**src/rtl/uart_rx_ctrl.sv**
```systemverilog
// uart_rx_ctrl: 8N1 UART receiver with selectable baud rate,
// held output byte with valid/ack handshake, frame error and overrun.
// Ports:
//   clk        system clock
//   rst        asynchronous active-low reset
//   rx_in      serial line (asynchronous, idle high)
//   choose     baud select 00=9600 01=19200 10=38400 11=115200
//   rx_ack     consumer acknowledge, clears rx_valid and overrun
//   rx_data    last accepted byte
//   rx_valid   byte available, held until acknowledged
//   frame_err  one-cycle pulse on a bad stop bit
//   overrun    sticky, a byte was dropped while rx_valid was set
//   busy       receiver is inside a frame
module uart_rx_ctrl #(
    parameter int CLK_FREQ = 50_000_000
) (
    input  logic       clk,
    input  logic       rst,
    input  logic       rx_in,
    input  logic [1:0] choose,
    input  logic       rx_ack,
    output logic [7:0] rx_data,
    output logic       rx_valid,
    output logic       frame_err,
    output logic       overrun,
    output logic       busy
);

    localparam int DIV0 = CLK_FREQ / 9600;
    localparam int DIV1 = CLK_FREQ / 19200;
    localparam int DIV2 = CLK_FREQ / 38400;
    localparam int DIV3 = CLK_FREQ / 115200;

    typedef enum logic [1:0] {
        IDLE,
        START,
        DATA,
        STOP
    } state_t;

    state_t state, state_nx;

    logic       rx_meta;
    logic       rx_s;
    logic       rx_prev;
    logic [1:0] fill;
    logic       armed;
    logic [1:0] div_sel;
    logic [15:0] baud_cnt;
    logic [2:0] bit_cnt;
    logic [7:0] shreg;
    logic [15:0] div_lim;
    logic [15:0] half_lim;

    logic start_det;
    logic half_hit;
    logic div_hit;
    logic cnt_clr;
    logic bit_clr;
    logic sample;
    logic accept;
    logic ferr;

    // Synchroniser and edge detect. The flops reset high, so a line
    // that is already low when reset releases would look like a
    // falling edge. fill marks when rx_s holds a real line sample,
    // and armed requires the line to have been seen high first.
    always_ff @(posedge clk or negedge rst) begin
        if (!rst) begin
            rx_meta <= 1'b1;
            rx_s    <= 1'b1;
            rx_prev <= 1'b1;
            fill    <= 2'b00;
            armed   <= 1'b0;
        end else begin
            rx_meta <= rx_in;
            rx_s    <= rx_meta;
            rx_prev <= rx_s;
            fill    <= {fill[0], 1'b1};
            armed   <= armed | (fill[1] & rx_s);
        end
    end

    always_comb begin
        div_lim = 16'(DIV0);
        case (div_sel)
            2'b00:   div_lim = 16'(DIV0);
            2'b01:   div_lim = 16'(DIV1);
            2'b10:   div_lim = 16'(DIV2);
            default: div_lim = 16'(DIV3);
        endcase
        half_lim = div_lim >> 1;
    end

    assign start_det = (state == IDLE) & armed & rx_prev & ~rx_s;
    assign half_hit  = (baud_cnt == half_lim - 16'd1);
    assign div_hit   = (baud_cnt == div_lim - 16'd1);

    // State register
    always_ff @(posedge clk or negedge rst) begin
        if (!rst) begin
            state <= IDLE;
        end else begin
            state <= state_nx;
        end
    end

    // Next-state logic
    always_comb begin
        state_nx = state;
        case (state)
            IDLE: begin
                if (start_det) state_nx = START;
            end
            START: begin
                if (half_hit) state_nx = rx_s ? IDLE : DATA;
            end
            DATA: begin
                if (div_hit && bit_cnt == 3'd7) state_nx = STOP;
            end
            STOP: begin
                if (div_hit) state_nx = IDLE;
            end
            default: state_nx = IDLE;
        endcase
    end

    // Output / strobe logic
    always_comb begin
        cnt_clr = 1'b0;
        bit_clr = 1'b0;
        sample  = 1'b0;
        accept  = 1'b0;
        ferr    = 1'b0;
        busy    = (state != IDLE);
        case (state)
            IDLE: begin
                cnt_clr = start_det;
            end
            START: begin
                cnt_clr = half_hit;
                bit_clr = half_hit & ~rx_s;
            end
            DATA: begin
                cnt_clr = div_hit;
                sample  = div_hit;
            end
            STOP: begin
                cnt_clr = div_hit;
                accept  = div_hit & rx_s;
                ferr    = div_hit & ~rx_s;
            end
            default: begin
                cnt_clr = 1'b1;
            end
        endcase
    end

    // Bit timing and shift register
    always_ff @(posedge clk or negedge rst) begin
        if (!rst) begin
            div_sel  <= 2'b00;
            baud_cnt <= 16'd0;
            bit_cnt  <= 3'd0;
            shreg    <= 8'h00;
        end else begin
            if (start_det) div_sel <= choose;
            if (cnt_clr) begin
                baud_cnt <= 16'd0;
            end else if (state != IDLE) begin
                baud_cnt <= baud_cnt + 16'd1;
            end
            if (bit_clr) begin
                bit_cnt <= 3'd0;
            end else if (sample) begin
                bit_cnt <= bit_cnt + 3'd1;
            end
            if (sample) shreg[bit_cnt] <= rx_s;
        end
    end

    // Handshake. An accept coinciding with rx_ack replaces the byte
    // and keeps rx_valid high, so the consumer never loses one.
    always_ff @(posedge clk or negedge rst) begin
        if (!rst) begin
            rx_data   <= 8'h00;
            rx_valid  <= 1'b0;
            overrun   <= 1'b0;
            frame_err <= 1'b0;
        end else begin
            frame_err <= ferr;
            if (accept) begin
                if (!rx_valid) begin
                    rx_data  <= shreg;
                    rx_valid <= 1'b1;
                end else if (rx_ack) begin
                    rx_data <= shreg;
                    overrun <= 1'b0;
                end else begin
                    overrun <= 1'b1;
                end
            end else if (rx_ack && rx_valid) begin
                rx_valid <= 1'b0;
                overrun  <= 1'b0;
            end
        end
    end

endmodule
```
**config.mk**
```make
export PLATFORM = sky130hd
export DESIGN_NAME = uart_rx_ctrl
export DESIGN_NICKNAME = d
export VERILOG_FILES = /design/src/rtl/uart_rx_ctrl.sv
export SDC_FILE = /design/constraint.sdc
export NUM_CORES = 1
export LEC_CHECK = 0
export BUFFER_PORTS_ARGS = -buffer_cell sky130_fd_sc_hd__buf_2
export CAP_MARGIN = 10
export CORE_ASPECT_RATIO = 0.75
export CORE_MARGIN = 2
export CORE_UTILIZATION = 35
export CTS_CLUSTER_SIZE = 25
export DETAILED_ROUTE_END_ITERATION = 10
export PLACE_DENSITY = 0.51
export SYNTH_ARGS = -nofsm -noshare
export SYNTH_HDL_FRONTEND = slang
export SYNTH_SLANG_ARGS = --single-unit
```
**constraint.sdc**
```tcl
create_clock -name clk -period 6.3 [get_ports clk]
set_input_delay 1.575 -clock clk [delete_from_list [all_inputs] [get_ports clk]]
set_output_delay 1.575 -clock clk [all_outputs]
set_load 0.02 [all_outputs]
```
==> results_dict.tcl <==
set metrics [dict create \
    period_minus_slack_ps 3240 \
    power.share.sequential 0.478 \
    io_pins 18 \
    antenna_found_initial 0 \
    finalWeightedCongestion 0.825 \
    fill_cells 720 \
    synthCells 243 \
    crit_type "register to register" \
    cts_max_level 2 \
    cp_max_fo 17 \
    combPwrFrac 0.299 \
    ir_drop_v 0.000116 \
    synthTopCellsByArea "dfrtp_1, mux2_4, xnor2_1" \
    synth_top_area_share 0.433 \
    max_freq_mhz 309 \
    cp_data_arrival_time_ps 3430 \
    cp.required_ps 6490 \
    fin_nets 266 \
    cts_tree "done" \
    hold_viol_final 0 \
    grt_pass1_vias 1738 \
    worstSetupStartpoint "div_sel[0]" \
    synth_seq_cells 48 \
    dr.pass1.iters 4 \
    setup_slack_ps 3060 \
    async_flop_share 1.00 \
    finClkSkew_ps 8.90 \
    hp-class "register to register" \
    p_clk_frac 0.223 \
    cts.path.max_buffers 2 \
    seq_area_um2 1200 \
    cpMaxStageDelayCell "nand4bb_1" \
    synth_edf_count 0 \
    drcViolationCount 0 \
    syn-num-nets 257 \
    path_depth 7 \
    r2r_slack_ps 3060 \
    post-place-ws_ps 3090 \
    grt_use_total 0.140 \
    io_buffers 17 \
    status "finished, final reports clean" \
    ant_nets 0 \
    cp_top_family "simple AND/OR/NAND/NOR gates" \
    syn_area_um2 2600 \
    die_area_um2 8150 \
    cp-endpoint "rx_data[1]" \
    final_cell_mix "dfrtp_1, nor3_1, buf_2, nand2_1, xnor2_1" \
    cp-end-kind "register" \
    internal_power_w 0.000530 \
    drive_gt1_frac 0.217 \
    crit_path_max_incr_delay_ps 700 \
    grt-ovfl-total 0 \
    placementRows 27 \
    die-width_um 104 \
    crit-reg2reg-capture "rx_data[1]" \
    reg2reg_depth 7 \
    yosysSeqAreaShare 0.463 \
    max_slew.worst_pin.slew_ps 670 \
    numCtsBuffers 5 \
    powerDensity_nw_per_um2 301 \
    ys_warn_count 0 \
    synth_cell_types 50 \
    core_um2 7260 \
    finalSetupViolations 0 \
    period_share 0.514 \
    postCtsHoldBufs 0 \
    multi_input_area_um2 1290 \
    layout-area-overhead-vs-synth_pct 8.80 \
    grt_pass1_wl_mm 9.02 \
    grt_max_degree 49 \
    r2r-start "div_sel[0]" \
    maxCapViolations 0 \
    vias_per_cell 5.16 \
    final.setup.tns_ps 0 \
    wirelength_mm 5.26 \
    n_antenna_cell 0 \
    synthFlopType "dfrtp_1" \
    clk_latency_ps 310 \
    switchingPower_w 0.000324 \
    num_vias 1825 \
    critPathLaunchType "register" \
    finalPower_w 0.000853 \
    final_max_slew_viol_count 0 \
    drt-initial-drc-count 81 \
    ctsResizeCount 0 \
    clock-sinks 48 \
    yosysTopAreaCell "dfrtp_1" \
    cts_setup_buffers 0 \
    clk_pin_slew_ps 100 \
    power_leakage_nw 1.26 \
    crit_buf_inv 1 \
    avgRoutedWirePerCell_um 14.9 \
    cts-root-buf "clkbuf_8" \
    slew_headroom 0.553 \
    rsz0062_at_grt "false" \
    dpl.hpwl_mm 3.54 \
    crit_chain "inv_1, ha_1, or4b_1, o21ai_1, nand4_4, nand4bb_1, mux2_4" \
    postSynthAreaPerCell_um2 10.7 \
    start_util 0.358 \
    die_y_um 78.7 \
    layout_commonest_cell "dfrtp_1" \
    switching_share 0.379 \
]
-- final cells by class --
class	instances	area share
repair buffers	19	0.0354
inverters	5	0.00663
clock inverters	3	0.00663
clock buffers	5	0.0243
flip-flops and latches	48	0.426
multi-input cells	173	0.457
well taps	101	0.0446
-- logic make-up (layout without fill, tap and decap cells) --
group,after synthesis,in the layout,synth area share
other,1,1,0.00144
DFF,48,48,0.463
buffers and inverters,22,32,0.0399
AOI/OAI and AO/OA,31,31,0.0832
muxes,16,16,0.0808
xor gates and xnor gates,20,20,0.0673
adders and majority gates,8,8,0.0385
and+or+nand+nor,97,97,0.226
-- how the worst min path moves through the flow --
stage / startpoint / end / slack, ps / cells past startpoint
final: fill[0] / fill[1] / 360 / 0
after global routing: fill[0] / fill[1] / 370 / 0
after CTS: fill[0] / fill[1] / 360 / 0
after detailed placement: fill[0] / fill[1] / 340 / 0
after global placement: fill[0] / fill[1] / 330 / 0
after floorplan: fill[0] / fill[1] / 330 / 0
-- worst reg2reg max path, cell delays in order, from the launching register on --
cell,delay (ps)
dfrtp_1,570
inv_1,130
ha_1,260
or4b_1,500
o21ai_1,170
nand4_4,290
nand4bb_1,700
mux2_4,490
-- synth_stat cells, types with 6 or more instances --
library cell	n
xor2_1	8
o21ai_0	8
clkbuf_1	10
mux2_4	8
nand3_1	10
nor2_1	11
nand4_1	6
xnor2_1	12
dfrtp_1	45
nor3_1	19
nand2_1	13
ha_1	8
-- sequential cells by signal, summed over array words and instances, names as in the netlist, named ones only --
name and flops:
rx_s 1, div_sel 2, shreg 8, bit_cnt 3
baud_cnt 16, overrun 1, rx_meta 1, armed 1
rx_data 8, frame_err 1, rx_prev 1, rx_valid 1
fill 2, state 1
-- routing by layer --
| metal | vias up | routed length, µm | track usage |
|---|---|---|---|
| li1 | 893 | - | - |
| met1 | 899 | 2930 | 0.213 |
| met2 | 26 | 2090 | 0.191 |
| met3 | 7 | 150 | 0.0299 |
| met4 | 0 | 88 | 0.0568 |
| met5 | - | 0 | 0 |
-- stage by stage --
| stage | utilization | instances | hold slack (ps) | area [µm²] |
|---|---|---|---|---|
| after floorplan | - | 243 | 331 | 2600 |
| after global placement | 0.378 | 346 | 332 | 2740 |
| after detailed placement | 0.378 | 346 | 338 | 2740 |
| after CTS | 0.390 | 354 | 360 | 2830 |
| after global routing | 0.390 | 354 | 365 | 2830 |
| final | 0.390 | 354 | 356 | 2830 |
-- power groups by stage --
stage	Clock, W	Combinational, W	Sequential [W]
final	0.000190	0.000255	0.000408
after global routing	0.000210	0.000284	0.000417
after CTS	0.000197	0.000256	0.000407
after detailed placement	0	0.000253	0.000413
after global placement	0	0.000254	0.000413
after floorplan	0	0.000235	0.000372
Note: power is estimated with default switching activity, not from simulation.
